### config.mk
export PLATFORM = sky130hd
export DESIGN_NAME = capture_ctrl
export DESIGN_NICKNAME = d
export VERILOG_FILES = /design/src/rtl/la_pkg.sv /design/src/rtl/capture_ctrl.sv
export SDC_FILE = /design/constraint.sdc
export NUM_CORES = 1
export LEC_CHECK = 0
export BUFFER_PORTS_ARGS = -buffer_cell sky130_fd_sc_hd__buf_2
export CAP_MARGIN = 20
export CELL_PAD_IN_SITES_DETAIL_PLACEMENT = 1
export CELL_PAD_IN_SITES_GLOBAL_PLACEMENT = 2
export CORE_MARGIN = 4
export CORE_UTILIZATION = 35
export DETAILED_ROUTE_END_ITERATION = 6
export PLACE_DENSITY_LB_ADDON = 0.1
export SYNTH_ARGS = -nofsm -noshare
export SYNTH_HDL_FRONTEND = slang
export SYNTH_SLANG_ARGS = --single-unit
### constraint.sdc
create_clock -name clk -period 3.3 [get_ports clk]
set_clock_uncertainty 0.15 [all_clocks]
set_input_delay 0.33 -clock clk [delete_from_list [all_inputs] [get_ports clk]]
set_output_delay 0.33 -clock clk [all_outputs]
set_load 0.01 [all_outputs]
### src/rtl/la_pkg.sv
// Shared types and constants for the logic analyzer capture path.
package la_pkg;

  localparam int unsigned LA_ENTRIES = 384;
  localparam int unsigned LA_AW      = 9;

  // Bit positions within the trig_cfg host register
  localparam int unsigned TRIG_CFG_RUN_BIT      = 0;
  localparam int unsigned TRIG_CFG_CAP_DONE_BIT = 1;

  typedef enum logic [2:0] {
    StIdle,
    StPre,
    StArmed,
    StPost,
    StDone
  } cap_state_t;

endpackage

### src/rtl/capture_ctrl.sv
// Capture sequencer for the circular channel RAMs: pre-trigger fill, arm, post count, freeze.
// Define CAP_TRIG_ADDR_EN to add the registered trig_addr output.
module capture_ctrl
  import la_pkg::*;
#(
  parameter int unsigned ENTRIES = LA_ENTRIES,
  parameter int unsigned AW      = LA_AW
) (
  input  logic          clk,
  input  logic          rst_n,
  input  logic          wrt_smpl,
  input  logic          run,
  input  logic          triggered,
  input  logic [AW-1:0] trig_pos,
  input  logic          clr_cap_done,
  output logic          we,
  output logic [AW-1:0] waddr,
  output logic          armed,
  output logic          capture_done
`ifdef CAP_TRIG_ADDR_EN
  ,
  output logic [AW-1:0] trig_addr
`endif
);

  localparam logic [AW-1:0] LastAddr = AW'(ENTRIES - 1);
  localparam logic [AW:0]   EntriesW = (AW + 1)'(ENTRIES);

  cap_state_t    state_q, state_d;
  logic [AW-1:0] waddr_q, waddr_d;
  logic [AW-1:0] post_cnt_q, post_cnt_d, post_inc;
  logic [AW:0]   smpl_cnt_q, smpl_cnt_d, smpl_inc;
  logic          capture_done_q, capture_done_d;
  logic [AW-1:0] tp;

  assign tp       = (trig_pos > LastAddr) ? LastAddr : trig_pos;
  assign smpl_inc = (smpl_cnt_q >= EntriesW) ? EntriesW : smpl_cnt_q + (AW + 1)'(1);
  assign post_inc = post_cnt_q + AW'(1);

  assign we           = wrt_smpl & (state_q inside {StPre, StArmed, StPost});
  assign armed        = (state_q == StArmed);
  assign waddr        = waddr_q;
  assign capture_done = capture_done_q;

  always_comb begin
    waddr_d = waddr_q;
    if (we) begin
      waddr_d = (waddr_q == LastAddr) ? '0 : waddr_q + AW'(1);
    end
  end

  always_comb begin
    state_d        = state_q;
    smpl_cnt_d     = smpl_cnt_q;
    post_cnt_d     = post_cnt_q;
    capture_done_d = capture_done_q;
    case (state_q)
      StIdle: begin
        if (run) begin
          state_d    = StPre;
          smpl_cnt_d = '0;
          post_cnt_d = '0;
        end
      end
      StPre: begin
        if (!run) begin
          state_d = StIdle;
        end else if (we) begin
          smpl_cnt_d = smpl_inc;
          if (smpl_inc >= EntriesW - {1'b0, tp}) state_d = StArmed;
        end
      end
      StArmed: begin
        if (!run) begin
          state_d = StIdle;
        end else if (triggered) begin
          if (tp == '0) begin
            state_d        = StDone;
            capture_done_d = 1'b1;
          end else begin
            state_d = StPost;
          end
        end
      end
      StPost: begin
        if (!run) begin
          state_d = StIdle;
        end else if (we) begin
          post_cnt_d = post_inc;
          if (post_inc == tp) begin
            state_d        = StDone;
            capture_done_d = 1'b1;
          end
        end
      end
      StDone: begin
        // Buffer stays frozen until the host acknowledges; run is ignored here
        if (clr_cap_done) begin
          state_d        = StIdle;
          capture_done_d = 1'b0;
        end
      end
      default: state_d = StIdle;
    endcase
  end

  always_ff @(posedge clk) begin
    if (!rst_n) begin
      state_q        <= StIdle;
      waddr_q        <= '0;
      smpl_cnt_q     <= '0;
      post_cnt_q     <= '0;
      capture_done_q <= 1'b0;
    end else begin
      state_q        <= state_d;
      waddr_q        <= waddr_d;
      smpl_cnt_q     <= smpl_cnt_d;
      post_cnt_q     <= post_cnt_d;
      capture_done_q <= capture_done_d;
    end
  end

`ifdef CAP_TRIG_ADDR_EN
  logic [AW-1:0] trig_addr_q;
  logic          trig_accept;

  assign trig_accept = (state_q == StArmed) & run & triggered;
  assign trig_addr   = trig_addr_q;

  always_ff @(posedge clk) begin
    if (!rst_n) begin
      trig_addr_q <= '0;
    end else if (trig_accept) begin
      trig_addr_q <= waddr_q;
    end
  end
`endif

endmodule

==> impl_metrics.yaml, run 1 <==
synth:
  synth_cell_types: 59
  async_flop_share: 0
  synth-edff-count: 0
  ys.flop_type: "dfxtp_1"
  syn_area_per_cell_um2: 7.81
  syn_area_um2: 2520
  postSynthCellCount: 323
  ys_seq_elements: 32
  yosys_warnings: 0
  synth_nets: 353
  yosysSeqAreaShare: 0.254
routing:
  wl_per_cell_um: 15.7
  first_pass_iters: 4
  vias_per_cell: 5.36
  via_count: 2338
  drt_wl_total_mm: 6.83
  ant_nets: 0
  drc: 0
  drtIter0Drc: 66
final_layout:
  nets: 369
  layout_commonest_cell: "dfxtp_1"
  n_antenna_cell: 0
  layout_common_cells: "32 x dfxtp_1, 29 x nor2_1, 26 x buf_2"
  areaGrowthSynthToFinish_pct: 11.6
  drive_above_1_share: 0.129
  post-route-cell-area_um2: 2810
clock_network:
  cts_repair_resize_count: 0
  clkSinkCount: 32
  cts_root_buffer: "clkbuf_8"
  cts_tree: "built"
  htreeDepth: 2
  cts_buffer_depth: 2
  cts_buffers: 5
  postCtsSetupRepairBufs: 0
  clk_pin_slew_ns: 0.08
  cts_hold_buf: 0
  clkLatencyLatePin_ns: 0.29
worst_setup_path:
  crit_chain: "ha_1, and3_1, nand3_1, xor2_1, nor2_1, ha_1, o2111ai_1, a41oi_1, mux2i_1, a21boi_1"
  rr_worst_depth: 10
  reg2reg_to: "state_q[0]"
  cp_max_fo: 5
  r2r-start: "smpl_cnt_q[0]"
  critPathSlowestCell: "dfxtp_1"
  startpoint_type: "flip-flop"
  cp-end-kind: "flip-flop"
  cp.depth: 10
  critical_path_buf_inv_count: 0
  required_ns: 3.33
  cp_top_family: "compound AO/OA/AOI/OAI gates"
  max_stage_delay_ns: 0.39
  cp_data_arrival_time_ns: 2.67
  crit_type: "flip-flop to flip-flop"
  r2r_setup_slack_ns: 0.66
  crit_top_cell: "ha_1"
floorplan:
  fp.dieW_um: 92.9
  die-area_um2: 8620
  io_pins: 27
  die_h_um: 92.9
  row_count: 30
  start_util: 0.365
  coreArea_um2: 6910
placed_design:
  port-buffer-count: 26
  postPlaceCellArea_um2: 2700
  hpwlAfterDp_mm: 5.22
  place_congestion: 0.763
hold_path:
  min_to: "capture_done"
  min_from: "clr_cap_done"
  min_path_type: "primary input to flip-flop"
  holdPathStages: 4
power:
  power_mw: 1.06
  leakage_nw: 1.13
  ir_worst_vdd_mv: 0.166
  switching_share: 0.320
  switchingPower_uw: 338
  power_frac_seq: 0.410
  powerDensity_nw_per_um2: 375
  clock_power_share: 0.367
  p_int_uw: 718
  pwr-share-comb: 0.223
run:
  maxCapViolations: 0
grt:
  antenna_found_initial: 0
  grt.total_usage: 0.168
  grt_start_max_net_pins: 29
  grt-ovfl-total: 0
  grt_pass1_wl_mm: 11.6
  grt_pass1_vias: 2290
timing:
  min_period_ns: 2.64
  whs_ns: 0.251
  maxSlewViolCount: 0
  grt_setup_unrepaired: "no"
  hold_violations: 0
  fin_setup_tns_ns: 0
  fmax_ghz: 0.379
  worstMarginPinSlew_ns: 0.767
  finalSetupViolCount: 0
  slew_headroom: 0.485
  finalCritPeriodShare: 0.799
outcome:
  outcome: "completed"
==> cell type report <==
cell class,instances,area [um2]
Multi-Input combinational cell,265,1770
Clock inverter,3,42.5
Clock buffer,5,68.8
Fill cell,867,4090
Inverter,7,26.3
Timing Repair Buffer,28,145
Tap cell,96,120
Sequential cell,32,641
==> cells by family (layout without fill, tap and decap cells) <==
kind of cell / after synthesis / count (layout) / synth area share
and+or+nand+nor: 141 / 141 / 0.315
AOI/OAI and AO/OA: 81 / 81 / 0.209
DFF: 32 / 32 / 0.254
buffers and inverters: 26 / 43 / 0.0437
xor gates and xnor gates: 23 / 23 / 0.0883
adders and majority gates: 15 / 15 / 0.0744
muxes: 3 / 3 / 0.0124
other: 2 / 2 / 0.00298
==> how the worst max path moves through the flow <==
stage	end	slack (ns)	start
floorplan	state_q[0]	0.69	trig_pos[7]
global placement	state_q[1]	0.45	trig_pos[8]
detailed placement	state_q[0]	0.39	trig_pos[7]
CTS	state_q[0]	0.64	smpl_cnt_q[0]
global route	state_q[0]	0.43	smpl_cnt_q[0]
finish	state_q[0]	0.66	smpl_cnt_q[0]
==> synth_stat cells, types with 3 or more instances <==
master | count | area share
nand2_1 | 25 | 0.037
nor2b_1 | 13 | 0.032
clkbuf_1 | 13 | 0.019
buf_2 | 4 | 0.0079
o21ai_1 | 3 | 0.0060
dfxtp_1 | 32 | 0.25
or3_1 | 6 | 0.015
xnor2_1 | 13 | 0.045
inv_1 | 7 | 0.010
nand2b_1 | 4 | 0.0099
a21oi_1 | 16 | 0.032
ha_1 | 15 | 0.074
nand4b_1 | 4 | 0.014
o21ai_0 | 21 | 0.042
nor3b_1 | 3 | 0.0089
a22oi_1 | 6 | 0.018
a21boi_1 | 4 | 0.012
a31oi_1 | 4 | 0.0099
xor2_1 | 8 | 0.028
nor2_1 | 29 | 0.043
nand3_1 | 15 | 0.030
o31ai_1 | 4 | 0.012
nor3_1 | 4 | 0.0079
a21boi_0 | 5 | 0.015
nand4_1 | 5 | 0.012
and3_1 | 10 | 0.025
and2_1 | 9 | 0.022
==> worst register-to-register path, stage by stage, from the launching register on <==
cell and delay (ns):
dfxtp_1 0.39, ha_1 0.24, and3_1 0.30, nand3_1 0.12, xor2_1 0.15, nor2_1 0.09
ha_1 0.30, o2111ai_1 0.11, a41oi_1 0.38, mux2i_1 0.23, a21boi_1 0.08
==> per-stage QoR <==
stage | std cells | worst slack (ns) | utilization
finish | 436 | 0.664 | 0.407
global route | 436 | 0.428 | 0.407
CTS | 436 | 0.636 | 0.407
detailed placement | 428 | 0.393 | 0.391
global placement | 428 | 0.448 | 0.391
floorplan | 323 | 0.690 | -
==> power groups by stage <==
stage	Combinational, mW	Sequential [mW]	Clock, mW
2_1_floorplan	0.180	0.424	0
3_3_place_gp	0.237	0.443	0
3_5_place_dp	0.238	0.442	0
4_1_cts	0.239	0.433	0.403
5_1_grt	0.266	0.438	0.414
6_report	0.236	0.433	0.387
==> flip-flops by register name, indices dropped and copies added (netlist names) <==
register      count
smpl_cnt_q       10
post_cnt_q        9
waddr             9
state_q           3
capture_done      1
==> per-layer routing <==
layer / vias to the layer above / GRT usage / routed length, um
li1: 1198 / - / -
met1: 1104 / 0.237 / 3580
met2: 28 / 0.262 / 3000
met3: 8 / 0.0292 / 183
met4: 0 / 0.0476 / 71
met5: - / 0 / 0
Note: power is estimated with default switching activity, not from simulation.
==> run 2, diff against run 1 <==
--- a/config.mk
+++ b/config.mk
@@ -10,7 +10,7 @@
 export CELL_PAD_IN_SITES_DETAIL_PLACEMENT = 1
 export CELL_PAD_IN_SITES_GLOBAL_PLACEMENT = 2
 export CORE_MARGIN = 4
-export CORE_UTILIZATION = 35
+export CORE_UTILIZATION = 31
 export DETAILED_ROUTE_END_ITERATION = 6
 export PLACE_DENSITY_LB_ADDON = 0.1
 export SYNTH_ARGS = -nofsm -noshare
==> constraint.sdc (replaced) <==
create_clock -name clk -period 2.19 [get_ports clk]
set_clock_uncertainty 0.15 [all_clocks]
set_input_delay 0.219 -clock clk [delete_from_list [all_inputs] [get_ports clk]]
set_output_delay 0.219 -clock clk [all_outputs]
set_load 0.01 [all_outputs]
==> impl_metrics.yaml, run 2 (synthesis results as in run 1) <==
final_layout:
  final.fill_count: 994
  layout_commonest_cell: "buf_4"
  largest_reg_flops: 10
  drive_above_1_share: 0.304
  nets: 427
  n_antenna_cell: 0
  fin_cells: 500
  layout_common_cells: "60 x buf_4, 29 x dfxtp_1, 27 x nor2_1"
  top_register: "smpl_cnt_q"
  post-route-cell-area_um2: 3370
  areaGrowthSynthToFinish_pct: 33.5
  utilization: 0.431
clock_network:
  cts_tree: "built"
  cts_hold_buf: 0
  clk_pin_slew_ns: 0.08
  clkSinkCount: 32
  htreeDepth: 2
  cts_buffers: 5
  cts_buffer_depth: 2
  cts_root_buffer: "clkbuf_8"
  clkLatencyLatePin_ns: 0.29
timing:
  fin_setup_tns_ns: -0.281
  finalSetupViolCount: 4
  grt_setup_unrepaired: "yes"
  finalCritPeriodShare: 1.05
  whs_ns: 0.116
  maxSlewViolCount: 0
  min_period_ns: 2.30
  layout_setup_ws_ns: -0.106
  fmax_ghz: 0.436
  hold_violations: 0
routing:
  met1Wirelength_mm: 3.68
  routed.top_layer: "met4"
  drt_wl_total_mm: 7.69
  via_count: 2589
  first_pass_iters: 4
  drtIter0Drc: 67
  vias_per_cell: 5.18
  ant_nets: 0
  met3_length_um: 176
  wl_met2_mm: 3.75
  drc: 0
  wl_per_cell_um: 15.4
grt:
  grt_start_max_net_pins: 16
  grt_pass1_wl_mm: 13.3
  grt.total_usage: 0.168
  antenna_found_initial: 0
  grt-ovfl-total: 0
  grt_pass1_vias: 2683
worst_setup_path:
  required_ns: 2.23
  r2r-start: "smpl_cnt_q[1]"
  cp_data_arrival_time_ns: 2.33
  crit_path_end: "state_q[0]"
  cp-end-kind: "flip-flop"
  reg2reg_to: "state_q[0]"
  cp_max_fo: 4
  worstSetupStartpoint: "smpl_cnt_q[1]"
  crit_type: "flip-flop to flip-flop"
  r2r_setup_slack_ns: -0.11
  startpoint_type: "flip-flop"
  rr_worst_depth: 9
hold_path:
  min_path_type: "primary input to flip-flop"
  holdPathStages: 3
floorplan:
  start_util: 0.323
  die-area_um2: 9640
  io_pins: 27
  coreArea_um2: 7810
  row_count: 32
  die_h_um: 98.2
  fp.dieW_um: 98.2
outcome:
  outcome: "complete, but fails checks"
  violations: "negative setup slack"
placed_design:
  hpwlAfterDp_mm: 6.07
  preCtsSetupSlack_ns: -0.360
  dp_cells: 488
  port-buffer-count: 26
  postPlaceCellArea_um2: 3160
  place_congestion: 0.761
run:
  maxCapViolations: 0
power:
  leakage_nw: 1.42
  powerDensity_nw_per_um2: 511
  power_mw: 1.72
  ir_worst_vdd_mv: 0.272
-- run 2: layout make-up --
class	count	area, um2	area share
inverters	7	26.3	0.00780
repair buffers	86	581	0.172
well taps	102	128	0.0379
flip-flops and latches	32	652	0.194
multi-input cells	265	1870	0.556
clock buffers	6	72.6	0.0216
clock inverters	2	35.0	0.0104
-- run 2: what timing repair did --
action,4_1_cts,5_1_grt
gates cloned,0,0
gates resized for setup,16,2
endpoints found under the setup margin,4,4
setup buffers,4,1
pin swaps,16,12
-- run 2: worst min-delay path by stage --
stage	start	endpoint
floorplan	clr_cap_done	capture_done
global placement	waddr[8]	waddr[8]
detailed placement	waddr[8]	waddr[8]
CTS	rst_n	state_q[1]
global route	rst_n	smpl_cnt_q[8]
finish	rst_n	state_q[1]
-- run 2: power by group --
part	leakage (nW)	switching [mW]	internal [mW]	total, mW
clock network	0.0552	0.252	0.338	0.591
logic	1.11	0.264	0.230	0.493
registers	0.261	0.0372	0.601	0.638
-- run 2: layer usage --
metal,vias up,track usage
met1,1252,0.221
li1,1310,-
met4,0,0.0410
met3,9,0.0300
met5,-,0
met2,18,0.284
-- run 2: critical path, cell delays in order (launching register included) --
cell,delay (ns)
dfxtp_4,0.37
ha_4,0.17
and3_4,0.17
a311o_1,0.29
ha_1,0.29
nand2_1,0.06
o2bb2ai_2,0.15
a41oi_2,0.25
mux2i_1,0.22
a21boi_1,0.08
==> run 3, diff against run 2 <==
--- a/config.mk
+++ b/config.mk
@@ -5,12 +5,13 @@
 export SDC_FILE = /design/constraint.sdc
 export NUM_CORES = 1
 export LEC_CHECK = 0
+export ABC_AREA = 1
 export BUFFER_PORTS_ARGS = -buffer_cell sky130_fd_sc_hd__buf_2
 export CAP_MARGIN = 20
 export CELL_PAD_IN_SITES_DETAIL_PLACEMENT = 1
 export CELL_PAD_IN_SITES_GLOBAL_PLACEMENT = 2
 export CORE_MARGIN = 4
-export CORE_UTILIZATION = 31
+export CORE_UTILIZATION = 29
 export DETAILED_ROUTE_END_ITERATION = 6
 export PLACE_DENSITY_LB_ADDON = 0.1
 export SYNTH_ARGS = -nofsm -noshare
==> impl_metrics.yaml, run 3 <==
outcome:
  outcome: "complete, but fails checks"
  violations: "negative setup slack"
placed_design:
  hpwlAfterDp_mm: 6.04
  dp_cells: 547
  port-buffer-count: 26
  place_congestion: 0.844
  postPlaceCellArea_um2: 3090
  preCtsSetupSlack_ns: -0.394
timing:
  whs_ns: 0.0946
  maxSlewViolCount: 0
  finalSetupViolCount: 3
  slew_headroom: 0.626
  layout_setup_ws_ns: -0.220
  hold_violations: 0
  grt_setup_unrepaired: "yes"
  fin_setup_tns_ns: -0.624
  worstMarginPinSlew_ns: 0.555
  min_period_ns: 2.41
  fmax_ghz: 0.415
  finalCritPeriodShare: 1.10
worst_setup_path:
  cp-end-kind: "flip-flop"
  crit_chain: "ha_4, nand2_4, nor2_4, nand3_4, nor2_2, a211o_1, ha_4, nand2_4, o21a_1, nand4_1, nor2_2, nor2_4, nor2_1, nor2_1, nand2_1, inv_1"
  cp_top_family: "simple AND/OR/NAND/NOR gates"
  crit_type: "flip-flop to flip-flop"
  cp_max_fo: 6
  cp_data_arrival_time_ns: 2.50
  critical_path_buf_inv_count: 1
  startpoint_type: "flip-flop"
  max_stage_delay_ns: 0.37
  required_ns: 2.28
  critPathSlowestCell: "dfxtp_4"
final_layout:
  layout_common_cells: "89 x nand2_1, 56 x buf_4, 42 x inv_1"
  utilization: 0.428
  largest_reg_flops: 10
  final.fill_count: 1062
  drive_above_1_share: 0.332
  top_register: "smpl_cnt_q"
  post-route-cell-area_um2: 3360
  n_antenna_cell: 0
  layout_commonest_cell: "nand2_1"
  areaGrowthSynthToFinish_pct: 41.1
  fin_cells: 560
  nets: 487
floorplan:
  fp.dieW_um: 98.6
  start_util: 0.303
  die_h_um: 98.6
  die-area_um2: 9720
  coreArea_um2: 7850
  row_count: 32
  io_pins: 27
synth:
  synthTopCellsByCount: "96 x nand2_1, 46 x inv_1, 41 x nor2_1"
  yosysSeqAreaShare: 0.269
  synth-edff-count: 0
  synth_cell_types: 35
  synth_nets: 403
  syn_area_um2: 2380
  yosysMostFrequentCell: "nand2_1"
  ys_top_cells_by_area: "dfxtp_1 27%, nand2_1 15%, ha_1 7.9%"
  ys_seq_elements: 32
  async_flop_share: 0
  postSynthCellCount: 373
  syn_area_per_cell_um2: 6.38
  yosysTopAreaCellShare: 0.269
  ys.flop_type: "dfxtp_1"
  yosys_warnings: 0
  synth_area_leader_cell: "dfxtp_1"
grt:
  grt_start_max_net_pins: 14
  antenna_found_initial: 0
  grt_pass1_vias: 2863
  grt_pass1_wl_mm: 13.3
  grt.total_usage: 0.165
  grt-ovfl-total: 0
clock_network:
  cts_buffer_depth: 2
  cts_hold_buf: 0
  cts_buffers: 5
  cts_root_buffer: "clkbuf_8"
  cts_tree: "built"
  clkSinkCount: 32
  clk_pin_slew_ns: 0.08
  htreeDepth: 2
  clkLatencyLatePin_ns: 0.29
routing:
  drtIter0Drc: 57
  drc: 0
  first_pass_iters: 4
  vias_per_cell: 4.69
  drt_wl_total_mm: 7.61
  wl_per_cell_um: 13.6
  ant_nets: 0
  via_count: 2629
run:
  maxCapViolations: 0
power:
  powerDensity_nw_per_um2: 559
  ir_worst_vdd_mv: 0.309
  power_mw: 1.88
  leakage_nw: 1.55
hold_path:
  min_path_type: "primary input to flip-flop"
-- run 3: cell count changes in the layout (fill, tap and decap cells not counted), sizes merged, moves of 6 or more --
cell,delta
nor2,+22
inv,+41
and3,-12
a21boi,-9
and2,-9
or3,-6
o21ai,-12
nor2b,-13
a21oi,+19
a22oi,-6
nand2,+74
nand3,+19
xnor2,-13
-- run 3: repair_timing --
item                       4_1_cts  5_1_grt
cloned                           0        0
buffers inserted                 2        3
setup endpoints to repair        3        4
resized for setup               18       15
pin swaps                       10       15
-- run 3: logic make-up after synthesis --
family                   synth area share
XOR/XNOR                           0.0294
adder cells (fa/ha/maj)            0.0789
buffers and inverters              0.0847
other                             0.00316
AND/OR/NAND/NOR                     0.389
flip-flops                          0.269
AO/OA/AOI/OAI                       0.146
-- run 3: final timing paths --
kind,start,slack [ns],end,cells past startpoint
hold / removal,rst_n,0.09,capture_done,3
hold reg to reg,smpl_cnt_q[6],0.32,smpl_cnt_q[6],2
setup reg to reg,smpl_cnt_q[1],-0.22,state_q[0],16
setup / recovery,smpl_cnt_q[1],-0.22,state_q[0],16
-- run 3: layout make-up --
class                      instances  area, um2  share of cell area
clock buffer                       7       86.3              0.0257
clock inverter                     1       7.51             0.00224
inverter                          48        180              0.0537
multi-input combinational        288       1760               0.523
sequential                        32        649               0.193
tap                              102        128              0.0380
timing repair buffer              82        551               0.164
-- run 3: worst min-delay path, cell delays in order --
cell and delay (ns):
buf_2 0.16, nand2_1 0.08, nor2_1 0.03
-- run 3: layer usage --
metal,global-route usage,up-vias,routed length [um]
li1,-,1380,-
met1,0.231,1220,3970
met2,0.275,23,3460
met3,0.0219,6,120
met4,0.0315,0,60
met5,0,-,0
-- run 3: power by group --
group	leakage, nW	internal, mW	switching [mW]
Sequential	0.261	0.626	0.0573
Combinational	1.24	0.265	0.423
Clock	0.0445	0.256	0.251
